==> src/rtl/int_sync_gateway_arbiter.sv <==
// Interrupt gateway and priority arbiter with a PLIC-style claim/complete handshake.
// Optional: define INT_SYNC_ARB_ROUND_ROBIN_EN for round-robin tie-breaking among equal priorities.
module int_sync_gateway_arbiter #(
  parameter int NUM_SRC     = 8,
  parameter int SYNC_STAGES = 3,
  parameter int PRIO_W      = 3,
  parameter int ID_W        = 4
) (
  input  logic                      clock,
  input  logic                      rstnn,
  input  logic [NUM_SRC-1:0]        int_async,
  input  logic [NUM_SRC-1:0]        cfg_edge,
  input  logic [NUM_SRC-1:0]        cfg_enable,
  input  logic [NUM_SRC*PRIO_W-1:0] cfg_prio,
  input  logic [PRIO_W-1:0]         cfg_threshold,
  output logic                      irq_out,
  input  logic                      claim_req,
  output logic                      claim_ack,
  output logic [ID_W-1:0]           claim_id,
  input  logic                      complete_valid,
  input  logic [ID_W-1:0]           complete_id
);

  localparam logic [1:0] ST_IDLE     = 2'd0;
  localparam logic [1:0] ST_PENDING  = 2'd1;
  localparam logic [1:0] ST_INFLIGHT = 2'd2;

  logic [NUM_SRC-1:0]      sync_r [SYNC_STAGES];
  logic [NUM_SRC-1:0]      sync_prev_r;
  logic [NUM_SRC-1:0]      sync_s;
  logic [NUM_SRC-1:0]      rise_s;
  logic [NUM_SRC-1:0][1:0] state_r;
  logic [NUM_SRC-1:0][1:0] state_s;
  logic [NUM_SRC-1:0]      missed_r;
  logic [NUM_SRC-1:0]      missed_s;
  logic [NUM_SRC-1:0]      elig_s;
  logic [NUM_SRC-1:0]      claim_hit_s;
  logic [NUM_SRC-1:0]      cmpl_hit_s;
  logic                    claim_win_s;
  logic                    best_found_s;
  logic [PRIO_W-1:0]       best_prio_s;
  logic [ID_W-1:0]         best_sel_s;
  int                      arb_idx_s;
  logic [PRIO_W-1:0]       arb_prio_s;
  logic                    arb_take_s;
  logic                    best_valid_r;
  logic [ID_W-1:0]         best_id_r;
  logic                    claim_ack_r;
  logic [ID_W-1:0]         claim_id_r;
`ifdef INT_SYNC_ARB_ROUND_ROBIN_EN
  logic [ID_W-1:0]         rr_ptr_r;
`endif

  // Synchronizer chain plus one-cycle delayed copy for edge detection.
  always_ff @(posedge clock) begin
    if (!rstnn) begin
      for (int k = 0; k < SYNC_STAGES; k++) sync_r[k] <= '0;
      sync_prev_r <= '0;
    end else begin
      sync_r[0] <= int_async;
      for (int k = 1; k < SYNC_STAGES; k++) sync_r[k] <= sync_r[k-1];
      sync_prev_r <= sync_s;
    end
  end

  assign sync_s      = sync_r[SYNC_STAGES-1];
  assign rise_s      = sync_s & ~sync_prev_r;
  assign claim_win_s = |claim_hit_s;

  // Per-source eligibility and claim/complete decode; ids outside 1..NUM_SRC never match.
  always_comb begin
    elig_s      = '0;
    claim_hit_s = '0;
    cmpl_hit_s  = '0;
    for (int i = 0; i < NUM_SRC; i++) begin
      elig_s[i]      = (state_r[i] == ST_PENDING) && cfg_enable[i] &&
                       (cfg_prio[i*PRIO_W +: PRIO_W] > cfg_threshold);
      claim_hit_s[i] = claim_req && best_valid_r && (best_id_r == ID_W'(i + 1)) &&
                       (state_r[i] == ST_PENDING);
      cmpl_hit_s[i]  = complete_valid && (complete_id == ID_W'(i + 1)) &&
                       (state_r[i] == ST_INFLIGHT);
    end
  end

  // Gateway next state; edge sources remember at most one edge seen while busy.
  always_comb begin
    state_s  = state_r;
    missed_s = missed_r;
    for (int i = 0; i < NUM_SRC; i++) begin
      case (state_r[i])
        ST_IDLE: begin
          if (cfg_edge[i] ? rise_s[i] : sync_s[i]) state_s[i] = ST_PENDING;
          else state_s[i] = ST_IDLE;
        end
        ST_PENDING: begin
          if (claim_hit_s[i]) state_s[i] = ST_INFLIGHT;
          else state_s[i] = ST_PENDING;
          missed_s[i] = missed_r[i] | (cfg_edge[i] & rise_s[i]);
        end
        ST_INFLIGHT: begin
          if (cmpl_hit_s[i]) begin
            if (cfg_edge[i]) state_s[i] = (missed_r[i] | rise_s[i]) ? ST_PENDING : ST_IDLE;
            else state_s[i] = sync_s[i] ? ST_PENDING : ST_IDLE;
            missed_s[i] = 1'b0;
          end else begin
            state_s[i]  = ST_INFLIGHT;
            missed_s[i] = missed_r[i] | (cfg_edge[i] & rise_s[i]);
          end
        end
        default: begin
          state_s[i]  = ST_IDLE;
          missed_s[i] = 1'b0;
        end
      endcase
    end
  end

  // Priority search; strict '>' keeps the first source met in search order on ties.
  always_comb begin
    best_found_s = 1'b0;
    best_prio_s  = '0;
    best_sel_s   = '0;
    arb_idx_s    = 0;
    arb_prio_s   = '0;
    arb_take_s   = 1'b0;
    for (int k = 0; k < NUM_SRC; k++) begin
`ifdef INT_SYNC_ARB_ROUND_ROBIN_EN
      arb_idx_s = int'(rr_ptr_r) + k;
      arb_idx_s = (arb_idx_s >= NUM_SRC) ? (arb_idx_s - NUM_SRC) : arb_idx_s;
`else
      arb_idx_s = k;
`endif
      arb_prio_s   = cfg_prio[arb_idx_s*PRIO_W +: PRIO_W];
      arb_take_s   = elig_s[arb_idx_s] && (!best_found_s || (arb_prio_s > best_prio_s));
      best_prio_s  = arb_take_s ? arb_prio_s : best_prio_s;
      best_sel_s   = arb_take_s ? ID_W'(arb_idx_s + 1) : best_sel_s;
      best_found_s = best_found_s | arb_take_s;
    end
  end

  // Gateway state registers.
  always_ff @(posedge clock) begin
    if (!rstnn) begin
      state_r  <= '0;
      missed_r <= '0;
    end else begin
      state_r  <= state_s;
      missed_r <= missed_s;
    end
  end

  // Registered arbiter result and claim response; a stale winner already in flight yields id 0.
  always_ff @(posedge clock) begin
    if (!rstnn) begin
      best_valid_r <= 1'b0;
      best_id_r    <= '0;
      claim_ack_r  <= 1'b0;
      claim_id_r   <= '0;
`ifdef INT_SYNC_ARB_ROUND_ROBIN_EN
      rr_ptr_r     <= '0;
`endif
    end else begin
      best_valid_r <= best_found_s;
      best_id_r    <= best_sel_s;
      claim_ack_r  <= claim_req;
      claim_id_r   <= claim_win_s ? best_id_r : '0;
`ifdef INT_SYNC_ARB_ROUND_ROBIN_EN
      rr_ptr_r     <= claim_win_s ? best_id_r : rr_ptr_r;
`endif
    end
  end

  assign irq_out   = best_valid_r;
  assign claim_ack = claim_ack_r;
  assign claim_id  = claim_id_r;

endmodule
==> config.mk <==
export PLATFORM = sky130hd
export DESIGN_NAME = int_sync_gateway_arbiter
export DESIGN_NICKNAME = d
export VERILOG_FILES = /design/src/rtl/int_sync_gateway_arbiter.sv
export SDC_FILE = /design/constraint.sdc
export NUM_CORES = 1
export LEC_CHECK = 0
export ABC_AREA = 1
export CAP_MARGIN = 25
export CORE_UTILIZATION = 55
export CTS_CLUSTER_DIAMETER = 80
export DETAILED_ROUTE_END_ITERATION = 10
export GPL_TIMING_DRIVEN = 0
export PLACE_DENSITY = 0.76
export SLEW_MARGIN = 20
export SYNTH_ARGS = -nofsm -noshare
export SYNTH_HDL_FRONTEND = slang
export SYNTH_SLANG_ARGS = --single-unit
==> constraint.sdc <==
create_clock -name clock -period 12.2 [get_ports clock]
set_input_delay 1.83 -clock clock [delete_from_list [all_inputs] [get_ports clock]]
set_output_delay 1.83 -clock clock [all_outputs]
set_load 0.005 [all_outputs]
# After elaboration in Yosys (flattened, before gate mapping)
# Memory sizes are Yosys's and may differ from the RTL's.
# Index checks and enable logic that the tools add are counted.
# totals
mem_count	1
mem_bits_rw	24
ff_bits	42
in_bits	59
elab_cells	288
# classes
order_cmp	15
n_reduce_logical	81
eq_ne	32
muxes	100
bitwise	37
# mem_list
name	words	width	read_ports	rd_clocked_by_memory_dff	wr	line	text
sync_r	3	8	3	0	3	28	logic [NUM_SRC-1:0] sync_r [SYNC_STAGES];
# op_table
operator	count
logical AND 1 bit	56
2-to-1 mux 1 bit	51
one-hot mux 2 bit (3 select lines)	8
> comparator 3 bit	15
2-to-1 mux 2 bit	18
2-to-1 mux 3 bit	11
equality test 4 x 3 -> 1 bit, second input constant	8
OR 1 bit	26
2-to-1 mux 8 bit	3
one-hot mux 1 bit (3 select lines)	8
equality test 2 x 1 -> 1 bit, second input constant	8
equality test 2 bit, second input constant	8
equality test 4 x 2 -> 1 bit, second input constant	4
zero test 2 bit	8
bitwise AND 1 bit	8
bitwise AND 8 bit	1
equality test 4 x 1 -> 1 bit, second input constant	2
equality test 4 bit, second input constant	2
NOT 8 bit	1
OR reduction 8 bit	1
zero test 1 bit	7
logical OR 1 bit	7
2-to-1 mux 4 bit	1
AND reduction 2 bit	1
other kinds (2)	2

# Depth between registers and ports, before layout
# Gate-level depths: netlist (run 1).
# logic_depth
depth_word	32
mapped_depth	70
depth_no_buf	70

# Worst setup path before layout (run 1)
# No wires, ideal clock.
# synth_path
path_type	input to register
start	input cfg_threshold[2]
end	register best_id_r[0]
setup_ps	70
cell_stages	69
t_required_ps	12130
arrival_time_ps	9187
path_slack_ps	2943
cell_sequence	inv_1 > ha_1 > nand2_1 > nand2_1 > inv_1 > nand2_1 > nand2_4 > nor2_1 > inv_1 > ha_1 > a21oi_1 > nand2_1 > nand2_1 > nand2_1 > nand2_1 > nand2_1 > and2_1 > ha_1 > [33 not listed] > nand2_1 > and2_1 > ha_1 > nand2_1 > o21ai_0 > nand2_1 > nand2_2 > nand2_4 > or2_0 > nand2_1 > ha_1 > a21oi_1 > o21ai_0 > nand2_1 > nand2_1 > nand2_1 > nand2_1 > a21oi_1
# synth_between
elab_chain_len	31
# synth_rtl
element	line	text
start, declared	15	input logic [PRIO_W-1:0] cfg_threshold,
> comparator 3 bit	77	(cfg_prio[i*PRIO_W +: PRIO_W] > cfg_threshold);
logical AND 1 bit	76	elig_s[i] = (state_r[i] == ST_PENDING) && cfg_enable[i] &&
2-to-1 mux 3 bit	135	best_prio_s = arb_take_s ? arb_prio_s : best_prio_s;
> comparator 3 bit	134	arb_take_s = elig_s[arb_idx_s] && (!best_found_s || (arb_prio_s > best_prio_s));
logical OR 1 bit	134	
logical AND 1 bit	134	
2-to-1 mux 3 bit or OR 1 bit (tied branches)	135, 137	
> comparator 3 bit or zero test 1 bit (tied branches)	134	
[15 not listed]	--	
> comparator 3 bit or zero test 1 bit (tied branches)	134	
logical OR 1 bit	134	
logical AND 1 bit	134	
2-to-1 mux 3 bit or OR 1 bit (tied branches)	135, 137	
> comparator 3 bit or zero test 1 bit (tied branches)	134	
logical OR 1 bit	134	
logical AND 1 bit	134	
OR reduction 2 bit (no source line)	--	
end signal, assigned	164	best_id_r <= best_sel_s;
end, declared	47	logic [ID_W-1:0] best_id_r;
# Parallel ways exist; a longest one is shown, timed or not.
# A chain may end at the register's enable or synchronous reset.

# Final worst setup path (run 1)
# Same ends and word-level chain as after synthesis.

==> results of run 1 <==
cells in the final DEF, fill, tap and decap left out, types with 3 or more instances in the layout:
cell type,netlist,layout
nand2_1,173,173
inv_1,120,120
ha_1,77,77
dfxtp_1,66,66
clkdlybuf4s50_1,0,64
nand3_1,52,52
nor2_1,38,38
a21oi_1,33,33
nor3_1,16,16
clkbuf_8,0,12
and2_1,9,9
a211oi_1,8,8
o21ai_0,8,8
nand4_1,7,7
a21boi_0,6,6
inv_2,5,5
a41oi_1,5,5
a21o_1,4,4
clkbuf_1,2,4
a31oi_1,3,3
nand2_2,3,3
nand2_4,3,3
buf_1,3,3
power by group through the flow:
stage	clock, W	sequential, W	combinational, W
after floorplan	0	0.000227	0.0000464
after global placement	0	0.000228	0.0000786
after detailed placement	0	0.000228	0.0000823
after CTS	0.000172	0.000223	0.0000830
after global routing	0.000182	0.000224	0.0000936
final	0.000168	0.000223	0.0000827
worst reg2reg max path: cells and delay by family, from the launching register on:
family                     cells  cell delay (ps)
AOI/OAI and AO/OA             10             1300
DFF                            1              330
buffers and inverters          8              680
adders and majority gates      8             2240
and+or+nand+nor               43             3900
metal layers:
layer,vias to the layer above,GRT usage,part of all wire
met5,-,0,0
met4,0,0.0487,0.0073
met3,12,0.0534,0.050
met2,100,0.450,0.49
met1,1948,0.312,0.45
li1,2242,-,-
worst max path at each step:
stage                     start            to  slack, ps
2_1_floorplan  cfg_threshold[2]  best_id_r[0]       2940
3_3_place_gp   cfg_threshold[2]  best_id_r[2]       1680
3_5_place_dp   cfg_threshold[0]  best_id_r[0]       1420
4_1_cts        cfg_threshold[0]  best_id_r[0]       1730
5_1_grt        cfg_threshold[2]  best_id_r[0]        640
6_report       cfg_threshold[2]  best_id_r[0]       1680
state kept, by name (all words and copies together) (netlist names):
register	cells
sync_r	24
state_r	16
missed_r	8
sync_prev_r	8
best_id_r	4
claim_id	4
claim_ack	1
irq_out	1
per-stage QoR:
step	util	worst slack, ps	std cells	instance area (sq um)
floorplan	-	2940	654	4550
global placement	0.677	1680	820	5320
detailed placement	0.677	1420	820	5320
CTS	0.701	1730	836	5500
global route	0.701	644	836	5500
finish	0.701	1680	836	5500
logic make-up (layout without fill, tap and decap cells):
| family | count (synthesis) | in the layout | synth area share |
|---|---|---|---|
| flip-flops | 66 | 66 | 0.291 |
| buffers and inverters | 131 | 211 | 0.108 |
| AO/OA/AOI/OAI | 70 | 70 | 0.0930 |
| adder cells (fa/ha/maj) | 77 | 77 | 0.212 |
| AND/OR/NAND/NOR | 310 | 310 | 0.296 |
area by class of cell:
class	instances	area, sq um
Fill cell	683	2350
Clock buffer	14	173
Timing Repair Buffer	64	641
Sequential cell	66	1320
Tap cell	102	128
Clock inverter	2	10.0
Multi-Input combinational cell	457	2730
Inverter	126	473
Buffer	5	18.8
==> flow_metrics.tcl, run 1 <==
set metrics [dict create \
    cts_tree "built" \
    r2r_slack_ps 3670 \
    grtUsageTotal 0.252 \
    gp_congestion 0.862 \
    yosysMostFrequentCell "nand2_1" \
    outcome "finished clean" \
    synth_seq_area_share 0.291 \
    cts-root-buf "clkbuf_8" \
    num_rows 32 \
    post_cts_buffers 0 \
    h-tree-depth 3 \
    finalCritPeriodShare 0.862 \
    rsz0062_at_grt "no" \
    synth_fp_nets 790 \
    worstPathMaxFanout 8 \
    crit_arrival_ps 10790 \
    die_h_um 92.9 \
    crit_path_top_delay_cell "clkdlybuf4s50_1" \
    switching_share 0.262 \
    initialDrtViolationCount 186 \
    synthesis.area_sq_um 4550 \
    core_region_area_sq_um 7850 \
    io_pins 65 \
    synth_edf_count 0 \
    crit_path_max_incr_delay_ps 450 \
    start_util 0.579 \
    p_per_area_nw_per_um2 86.3 \
    synthTopCellsByCount "nand2_1 (173), inv_1 (120), ha_1 (77)" \
    seq_power_share 0.471 \
    grt_remaining_overflow 0 \
    whs_ps 412 \
    crit_type "input pin to register" \
    synthFlopType "dfxtp_1" \
    wirelength_um 10400 \
    grt_max_degree 11 \
    first_global_vias 4059 \
    cp_top_family "simple AND/OR/NAND/NOR gates" \
    cp-end-kind "register" \
    port_buffers 64 \
    yosysTopAreaCell "dfxtp_1" \
    cts_resized 0 \
    syn_to_final_growth_pct 20.9 \
    cts_hold_buf 0 \
    wire_per_inst_um 12.5 \
    fin_tns_setup_ps 0 \
    clkSinkCount 66 \
    ir_worst_vdd_mv 0.0933 \
    p_leak_nw 2.87 \
    synthTopCellsByArea "dfxtp_1 (29%), ha_1 (21%), nand2_1 (14%), inv_1 (9.9%), nand3_1 (5.7%)" \
    async_flop_share 0 \
    tightest_slew_ps 896 \
    drc 0 \
    synth_top_cell_area_share 0.291 \
    combPwrFrac 0.174 \
    r2r_end "best_id_r[0]" \
    layout.nets 865 \
    fin_crit_ps 10520 \
    hp-class "register to register" \
    p_clk_frac 0.355 \
    die_x_um 92.9 \
    antenna_found_initial 0 \
    whs_path_depth 2 \
    rr_startpoint "state_r[1]" \
    avgSynthCellArea_sq_um 6.95 \
    slew_viol_final 0 \
    antenna_cells 0 \
    p_switching_w 0.000124 \
    setup_viol_count_final 0 \
    cts_buffers 9 \
    slew_headroom 0.398 \
    p_int_w 0.000350 \
    worstHoldStart "sync_r[0][11]" \
    hold_viol_final 0 \
    synth_cell_types 31 \
    grt_pass1_wl_um 17400 \
    crit_top_cell "nand2_1" \
    ys_ff_latch 66 \
    worstHoldEndpoint "sync_r[0][19]" \
    vias 4302 \
    crit_required_ps 12480 \
    start_kind "input pin" \
    cts_buffer_depth 2 \
    power.total_w 0.000474 \
    via_per_inst 5.15 \
    fmax_ghz 0.0951 \
    drtPass1Iterations 5 \
    ys_warn_count 0 \
    clk_pin_slew_ps 60 \
    dp_hpwl_um 8480 \
    die_area_sq_um 8640 \
    cp.depth 70 \
    ff2ff_path_depth 69 \
    synth_cells 654 \
    final_antenna_net_count 0 \
    drive_above_1_share 0.0395 \
    cp_num_buf_inv 8 \
    cap_violations 0 \
    insertion_delay_ps 350 \
    clock_skew_ps 9.33 \
]
(Power assumes the default switching activity.)
==> inputs of run 2 (changes only) <==
--- a/config.mk
+++ b/config.mk
@@ -12,6 +12,7 @@
 export DETAILED_ROUTE_END_ITERATION = 10
 export GPL_TIMING_DRIVEN = 0
 export PLACE_DENSITY = 0.76
+export SKIP_CTS_REPAIR_TIMING = 1
 export SLEW_MARGIN = 20
 export SYNTH_ARGS = -nofsm -noshare
 export SYNTH_HDL_FRONTEND = slang
==> results of run 2 <==
Final layout, timing and power as in run 1 (identical DEF).
